## src/rtl/bus_master_arbiter.sv

```systemverilog
// N-way arbiter that takes the 68000 bus via BR/BG/BGACK and hands it to internal masters.
// Grant 1 edge after synced BG/AS/BGACK allow; masters wait on req; forced release after hold_limit cycles.
module bus_master_arbiter #(
  parameter int N           = 4,
  parameter int HOLD_W      = 8,
  parameter int SYNC_STAGES = 2
) (
  input  logic              MCLK,
  input  logic              SRES,
  input  logic [N-1:0]      req,
  input  logic              mode_rr,
  input  logic              chain,
  input  logic [HOLD_W-1:0] hold_limit,
  input  logic              BG,
  input  logic              AS,
  input  logic              BGACK_i,
  output logic [N-1:0]      gnt,
  output logic              BR_pull,
  output logic              BGACK_pull,
  output logic              busy,
  output logic              preempt
);

  localparam int PW = $clog2(N);

  typedef enum logic [2:0] {IDLE, REQ, WAIT_BUS, OWN, RELEASE} state_t;

  state_t                 state;
  logic [SYNC_STAGES-1:0] bg_sync, as_sync, bgack_sync;
  logic                   bg_s, as_s, bgack_s;
  logic [PW-1:0]          ptr, winner;
  logic [HOLD_W-1:0]      cnt;
  logic [N-1:0]           others;
  logic [PW-1:0]          new_win, oth_win;
  logic                   win_req, limit_hit;

  function automatic logic [PW-1:0] next_idx(input logic [PW-1:0] i);
    return (i == PW'(N - 1)) ? '0 : i + 1'b1;
  endfunction

  // Round-robin scans upward from start with wrap; fixed priority scans from index 0.
  function automatic logic [PW-1:0] pick(input logic [N-1:0] r, input logic [PW-1:0] start,
                                          input logic rr);
    logic [PW-1:0] win;
    logic          found;
    int            j;
    win   = '0;
    found = 1'b0;
    for (int i = 0; i < N; i++) begin
      j = rr ? (int'(start) + i) % N : i;
      if (!found && r[j]) begin
        win   = PW'(j);
        found = 1'b1;
      end
    end
    return win;
  endfunction

  always_ff @(posedge MCLK or negedge SRES) begin
    if (!SRES) begin
      bg_sync    <= '1;
      as_sync    <= '1;
      bgack_sync <= '1;
    end else begin
      bg_sync    <= (bg_sync << 1) | SYNC_STAGES'(BG);
      as_sync    <= (as_sync << 1) | SYNC_STAGES'(AS);
      bgack_sync <= (bgack_sync << 1) | SYNC_STAGES'(BGACK_i);
    end
  end

  assign bg_s    = bg_sync[SYNC_STAGES-1];
  assign as_s    = as_sync[SYNC_STAGES-1];
  assign bgack_s = bgack_sync[SYNC_STAGES-1];

  assign others    = req & ~(N'(1) << winner);
  assign new_win   = pick(req, ptr, mode_rr);
  assign oth_win   = pick(others, ptr, mode_rr);
  assign win_req   = req[winner];
  assign limit_hit = (hold_limit != '0) && (cnt == hold_limit);
  assign busy      = (state != IDLE);

  always_ff @(posedge MCLK or negedge SRES) begin
    if (!SRES) begin
      state      <= IDLE;
      gnt        <= '0;
      BR_pull    <= 1'b0;
      BGACK_pull <= 1'b0;
      preempt    <= 1'b0;
      ptr        <= '0;
      winner     <= '0;
      cnt        <= '0;
    end else begin
      preempt <= 1'b0;
      case (state)
        IDLE: begin
          if (|req) state <= REQ;
        end
        REQ: begin
          if (!(|req)) begin
            state   <= IDLE;
            BR_pull <= 1'b0;
          end else begin
            BR_pull <= 1'b1;
            if (!bg_s) state <= WAIT_BUS;
          end
        end
        WAIT_BUS: begin
          if (!(|req)) begin
            state   <= IDLE;
            BR_pull <= 1'b0;
          end else if (as_s && bgack_s) begin
            state      <= OWN;
            winner     <= new_win;
            gnt        <= N'(1) << new_win;
            BGACK_pull <= 1'b1;
            BR_pull    <= 1'b0;
            cnt        <= HOLD_W'(1);
            ptr        <= next_idx(new_win);
          end else begin
            BR_pull <= 1'b1;
          end
        end
        OWN: begin
          // A voluntary drop wins over a coincident limit hit, so no preempt pulse then.
          if (!win_req) begin
            state <= RELEASE;
            gnt   <= '0;
          end else if (limit_hit) begin
            state   <= RELEASE;
            gnt     <= '0;
            preempt <= 1'b1;
          end else if (cnt != '1) begin
            cnt <= cnt + 1'b1;
          end
        end
        RELEASE: begin
          if (chain && (|others)) begin
            state  <= OWN;
            winner <= oth_win;
            gnt    <= N'(1) << oth_win;
            cnt    <= HOLD_W'(1);
            ptr    <= next_idx(oth_win);
          end else begin
            BGACK_pull <= 1'b0;
            state      <= IDLE;
          end
        end
        default: state <= IDLE;
      endcase
    end
  end

endmodule

```

## config.mk

```make
export PLATFORM = sky130hd
export DESIGN_NAME = bus_master_arbiter
export DESIGN_NICKNAME = d
export VERILOG_FILES = /design/src/rtl/bus_master_arbiter.sv
export SDC_FILE = /design/constraint.sdc
export NUM_CORES = 1
export LEC_CHECK = 0
export ABC_AREA = 1
export BUFFER_PORTS_ARGS = -buffer_cell sky130_fd_sc_hd__buf_4
export CAP_MARGIN = 20
export CORE_UTILIZATION = 42
export DETAILED_ROUTE_END_ITERATION = 8
export HOLD_SLACK_MARGIN = 0.08
export RECOVER_POWER = 25
export SYNTH_ARGS = -nofsm -noshare
export SYNTH_HDL_FRONTEND = slang
export SYNTH_SLANG_ARGS = --single-unit
```

## constraint.sdc

```tcl
create_clock -name MCLK -period 2.5 [get_ports MCLK]
set_input_delay 0.125 -clock MCLK [delete_from_list [all_inputs] [get_ports MCLK]]
set_output_delay 0.125 -clock MCLK [all_outputs]
set_load 0.02 [all_outputs]
```

==> metrics.txt, run 1 <==
outcome finished, final reports clean; setup TNS 0 ps; P&R area growth vs syn 16.4%; Critical Path End ptr[1]; Worst Skew 5.04 ps; reg2reg end ptr[1]; async set-reset flop share out of synthesis 100%; total die area 5480 sq um; Initial Util 45.0%; area leader, netlist dfrtp_1; CP top delay family simple AND/OR/NAND/NOR gates; TritonCTS Sinks 28; Worst-Skew Late Latency 270 ps; total core area 4850 sq um; Net count, final 369; Root Buffer clkbuf_8; cell mode on critical path nand2_1; First-pass DRT Iterations 4; Worst Max-Slew Pin Slew 1490 ps; gr ovfl total 0; Worst path slowest cell dfrtp_1; met3 wire length 105 um; leakage power 0.00130 uW; critical path arrival 2240 ps; routed wl met2 2400 um; top post-synthesis cells by count nand2_1 (108), nand3_1 (36), nor2_1 (25), inv_1 (23), dfrtp_1 (22); Post-synth top flop dfrtp_1; TritonCTS clock tree done; origin of the critical flop-to-flop path ptr[0]; share of the synthesized area in the top cell type 25.2%; Avg Cell Area, Syn 6.88 sq um; Post-Syn Nets 338; crit path launch type flip-flop; #FFs+latches synth 28; switch share 49.5%; fmax 482 MHz; Gate power share 61.5%; Worst Path Buf+Inv 1; post-synth cell types 38; R2R Setup Slk 430 ps; ANT nets after route 0; cell with the most instances after synthesis nand2_1; initial antenna violation count 0; DRC errors left 0; Critical Path Stages 14; largest net degree at the start of global routing 29; fillers 495; worst path cell trace nand2_4, inv_2, nand2_1, nand2_1, nand2_1, nand2_2, nand3b_1, nand3_1, nand2_2, ha_1, nand2_1, nand3_1, nand2_1, nand2_1; CTS max path bufs 2; Worst setup EP type flip-flop; sequential share of the synthesized area 32.5%; Final Slew Violations 0; H-tree Lvls 1; DRT met1 WL 2160 um; routed len/inst 11.3 um; Die Width 74.1 um; fraction of layout cells with a size suffix above 1 24.8%; row count 25; final period utilization 82.9%; power share of the clock group 13.1%; post-DP HPWL 3690 um; crit path from ptr[0]; Post-Synthesis Cells 317; DR iter-0 viols 101; Worst EP required 2670 ps; internal cell power 1350 uW; final core utilization 52.3%; IO Pins 27; CTS Buf Count 3; mapped cell area 2180 sq um; CP Max Fanout 19; drt total wl 4680 um; top sig layer met4; n_diodes 0; first-pass GRT wire length 8310 um; Reg power frac 25.4%; Clock transition at path regs 90 ps; Max-slew headroom 0.712%; Worst R2R Path Depth 14; sw power 1330 uW; routed vias/inst 4.91; worst hold path type in -> reg; Yosys warnings 0; VDD IR-drop max 0.584 mV; RSZ-0062 raised after global routing no; worst setup path category reg -> reg; die height 74.1 um; Final Wtd Congestion 0.790; total chip power 2680 uW; max_cap viols 0; number of buffers inserted by port buffering 26; final hold violation count 0; Max stage delay on crit path 430 ps; Via Count 2032; vias in the first global route 1904; EDFF count, synth 0; Finish-stage setup viols 0; Global Route Usage Sum 19.4%; Tmin final 2070 ps; post_cts resized 0; Power Density 1060 nW/um^2; Synth area leaders dfrtp_1 (25%), nand2_1 (19%), nand3_1 (8.3%)
-- registers in the layout (all words and copies together) (netlist names) --
signal / flops
cnt: 8
gnt: 4
state: 3
as_sync: 2
bg_sync: 2
bgack_sync: 2
ptr: 2
winner: 2
BGACK_pull: 1
BR_pull: 1
preempt: 1
-- worst min-delay path by stage --
stage	depth (start not counted)	to	start	slack [ps]
after global routing	4	BGACK_pull	chain	210
after global placement	1	state[0]	SRES	70
after CTS	4	BGACK_pull	chain	210
after floorplan	0	BGACK_pull	SRES	-170
after detailed placement	1	state[0]	SRES	70
final	4	BGACK_pull	chain	210
-- stage by stage --
step	hold slack [ps]	instances	worst slack [ps]	instance area, sq um
final	210	414	427	2540
after global routing	213	414	226	2540
after CTS	209	414	428	2540
after detailed placement	66.7	406	450	2430
after global placement	65.5	406	503	2430
after floorplan	-171	317	684	2180
-- cell usage in the layout, fill, tap and decap left out, types with 2 or more instances in the layout --
master / synthesis / routed
o21ai_1: 5 / 5
clkbuf_8: 0 / 3
inv_2: 4 / 4
o22ai_1: 2 / 2
or2_2: 5 / 5
nor3_1: 4 / 4
buf_4: 0 / 23
nand4_1: 8 / 8
nand2_2: 14 / 14
inv_1: 23 / 23
o21ai_2: 12 / 12
o21ai_0: 3 / 3
clkbuf_4: 0 / 3
dlygate4sd3_1: 0 / 4
nand3_2: 4 / 4
nand2_1: 108 / 108
a21oi_1: 3 / 3
ha_1: 2 / 2
xor2_1: 6 / 6
nand3_1: 36 / 36
nor2_1: 25 / 25
nor2_2: 3 / 3
dfrtp_1: 22 / 22
dfstp_2: 6 / 6
nand2_4: 3 / 3
-- worst reg2reg max path, delay by kind of cell (launching register included) --
| family | cells | cell delay, ps |
|---|---|---|
| simple gates | 12 | 1130 |
| flops | 1 | 430 |
| fa+ha+maj | 1 | 280 |
| buf+inv | 1 | 120 |
-- cell type report --
| type | instances | area (sq um) | area share, % |
|---|---|---|---|
| inverters | 28 | 108 | 4.24 |
| clock inverters | 1 | 30.0 | 1.18 |
| multi-input cells | 256 | 1330 | 52.3 |
| repair buffers | 31 | 239 | 9.42 |
| clock buffers | 3 | 41.3 | 1.63 |
| flip-flops and latches | 28 | 708 | 27.9 |
| well taps | 67 | 83.8 | 3.30 |
-- power groups by stage --
| stage | Sequential, uW | Combinational, uW | Clock (uW) |
|---|---|---|---|
| floorplan | 707 | 1270 | 0 |
| global placement | 686 | 1650 | 0 |
| detailed placement | 688 | 1650 | 0 |
| CTS | 680 | 1660 | 367 |
| global route | 694 | 1900 | 385 |
| finish | 680 | 1650 | 351 |
-- metal layers --
metal  up-vias  global-route usage (%)
met5         -                       0
met4         0                    2.56
met3         2                    2.85
met2        23                    36.7
met1       907                    23.8
li1       1100                       -
-- what timing repair did --
action,4_1_cts,5_1_grt
buffers inserted,0,0
hold buffers,4,0
hold endpoints to repair,31,0
-- kinds of logic after synthesis --
logic type / share of synthesized area, %
simple gates: 45.8
compound gates: 11.1
buf+inv: 6.65
flops: 32.5
xor+xnor: 2.81
fa+ha+maj: 1.15
(Power assumes the default switching activity.)
==> inputs of run 2 (changes only) <==
==> constraint.sdc (replaced) <==
create_clock -name MCLK -period 2.05 [get_ports MCLK]
set_input_delay 0.1025 -clock MCLK [delete_from_list [all_inputs] [get_ports MCLK]]
set_output_delay 0.1025 -clock MCLK [all_outputs]
set_load 0.02 [all_outputs]
==> run 2 against run 1 <==
Net effect: first-iteration DRC count up 32%; sequential power grew 24%; global-route usage increased by 0.12 points; count of clock-buffer cells in the layout unchanged; largest power group unchanged; critical endpoint unchanged; highest routed layer unchanged; critical path type unchanged.
==> metrics.txt, run 2 (synthesis results as in run 1) <==
total core area 4850 sq um (unchanged); final core utilization 57.0% (+4.7 points); ANT nets after route 0 (unchanged); worst setup path category reg -> reg; Worst setup EP type flip-flop; Largest register FFs 8 (unchanged); P&R area growth vs syn 26.8%; IO Pins 27 (unchanged); Worst path slowest cell dfrtp_2; Worst Path Buf+Inv 1 (unchanged); critical path arrival 2110 ps (-130 ps); First-pass DRT Iterations 4 (unchanged); met1 usage 24.3% (+0.50 points); Global Route Usage Sum 19.6% (+0.12 points); commonest non-fill, non-tap cell in the layout nand2_1; Via Count 2178 (+7.2%); drt total wl 5180 um (+11%); largest net degree at the start of global routing 29 (unchanged); leakage power 0.00139 uW (+7.1%); crit path launch type flip-flop; Reg with most FFs cnt; outcome finished, final reports clean; met3 usage 2.85% (unchanged); setup TNS 0 ps (unchanged); Final Wtd Congestion 0.785 (-0.58%); routed len/inst 12.0 um (+5.9%); fraction of layout cells with a size suffix above 1 31.5% (+6.7 points); final period utilization 94.3% (+11 points); vias in the first global route 1895 (-0.47%); H-tree Lvls 1 (unchanged); CTS max path bufs 2 (unchanged); worst path cell trace nand2_4, nand2_4, nand2_8, inv_6, o21ai_4, nand2_2, nor2_4, nand3_2, nand2_2, ha_4, nand2_2, nand3_1, nand2_1, nand2_1; Post-DP Area 2480 sq um (+2.2%); fin worst setup slack 116 ps (-311 ps); Worst EP required 2230 ps (-440 ps); Worst Max-Slew Pin Slew 1460 ps (-31.5 ps); n_diodes 0 (unchanged); R2R Setup Slk 120 ps (-310 ps); Die Width 74.1 um (unchanged); fillers 486 (-1.8%); number of buffers inserted by port buffering 26 (unchanged); Most Crowded Layer GR met2; first-pass GRT wire length 8210 um (-1.2%); routed vias/inst 5.04 (+2.7%); RSZ-0062 raised after global routing yes; Final Slew Violations 0 (unchanged); Max stage delay on crit path 460 ps (+30 ps); Max-slew headroom 2.81% (+2.1 points); cell mode on critical path nand2_2; initial antenna violation count 0 (unchanged); die height 74.1 um (unchanged); gr ovfl total 0 (unchanged); worst hold path type in -> reg; biggest regs cnt (8), gnt (4), state (3); Clock transition at path regs 90 ps (about the same); row count 25 (unchanged); DRC errors left 0 (unchanged); total die area 5480 sq um (unchanged); GRT met2 Usage 35.4% (-1.3 points); TritonCTS clock tree done; max_cap viols 0 (unchanged); most frequent cells in the layout nand2_1 (104), buf_4 (39), nand3_1 (33); Tmin final 1930 ps (-139 ps); Net count, final 387 (+4.9%); final hold violation count 0 (unchanged); post-DP HPWL 3780 um (+2.6%); CP top delay family simple AND/OR/NAND/NOR gates; fmax 517 MHz (+7.2%); Root Buffer clkbuf_8; Finished Cell Area 2770 sq um (+9.0%); CTS Buf Count 3 (unchanged); TritonCTS Sinks 28 (unchanged); Finish-stage setup viols 0 (unchanged); VDD IR-drop max 0.750 mV (+28%); Worst Skew 2.02 ps (-3.02 ps); Power Density 1320 nW/um^2 (+25%); Worst-Skew Late Latency 280 ps (about the same); Initial Util 45.0% (unchanged); worst slack, placed 47.5 ps (-403 ps); CP Max Fanout 8 (-11); total chip power 3650 uW (+36%); DR iter-0 viols 133 (+32%)
## run 2: cell types whose count changed in the layout (fill, tap and decap cells not counted), moves of 2 or more
cell,before,now
nand3_1,36,33
nand2_1,108,104
o21ai_4,0,3
nand2_2,14,18
buf_4,23,39
o21ai_2,12,10
nand3_2,4,7
## run 2: report_power, final
group | switching, uW | internal [uW]
logic | 1470 | 899
clock network | 174 | 262
registers | 136 | 704
total | 1780 | 1870
## run 2: metrics by stage
step,cells,hold WS [ps]
floorplan,317,-193
global placement,413,40.9
detailed placement,413,40.1
CTS,421,171
global route,432,201
finish,432,175
## run 2: final timing paths
kind / startpoint / endpoint / depth (start not counted)
max in group asynchronous: SRES / ptr[0] / 2
max reg2reg: ptr[0] / ptr[1] / 14
min reg2reg: bg_sync[0] / bg_sync[1] / 0
min: chain / BGACK_pull / 4
min in group asynchronous: SRES / cnt[3] / 2
max: ptr[0] / ptr[1] / 14
## run 2: metal layers
layer,wire [um],share of wire (%),up-vias
met2,2710,52,28
met1,2310,45,1012
met4,49,0.95,0
met3,115,2.2,5
met5,0,0,-
li1,-,-,1133
## run 2: worst register-to-register path, stage by stage (launching register included)
cell     delay (ps)
dfrtp_2         460
nand2_4         150
nand2_4          90
nand2_8          90
inv_6            50
o21ai_4         180
nand2_2          80
nor2_4          130
nand3_2          90
nand2_2         100
ha_4            200
nand2_2          60
nand3_1          70
nand2_1          60
nand2_1          40
## run 2: final cells by class
| type | count | area [sq um] | area share, % |
|---|---|---|---|
| multi-input combinational | 258 | 1430 | 51.8 |
| sequential | 28 | 709 | 25.7 |
| timing repair buffer | 47 | 359 | 13.0 |
| inverter | 28 | 110 | 3.98 |
| tap | 67 | 83.8 | 3.03 |
| clock buffer | 3 | 41.3 | 1.49 |
| clock inverter | 1 | 30.0 | 1.09 |
## run 2: timing repair
item | 4_1_cts | 5_1_grt
endpoints found under the setup margin | 0 | 13
resized for setup | 0 | 18
hold endpoints to repair | 31 | 0
buffers inserted | 0 | 9
hold buffers | 4 | 0
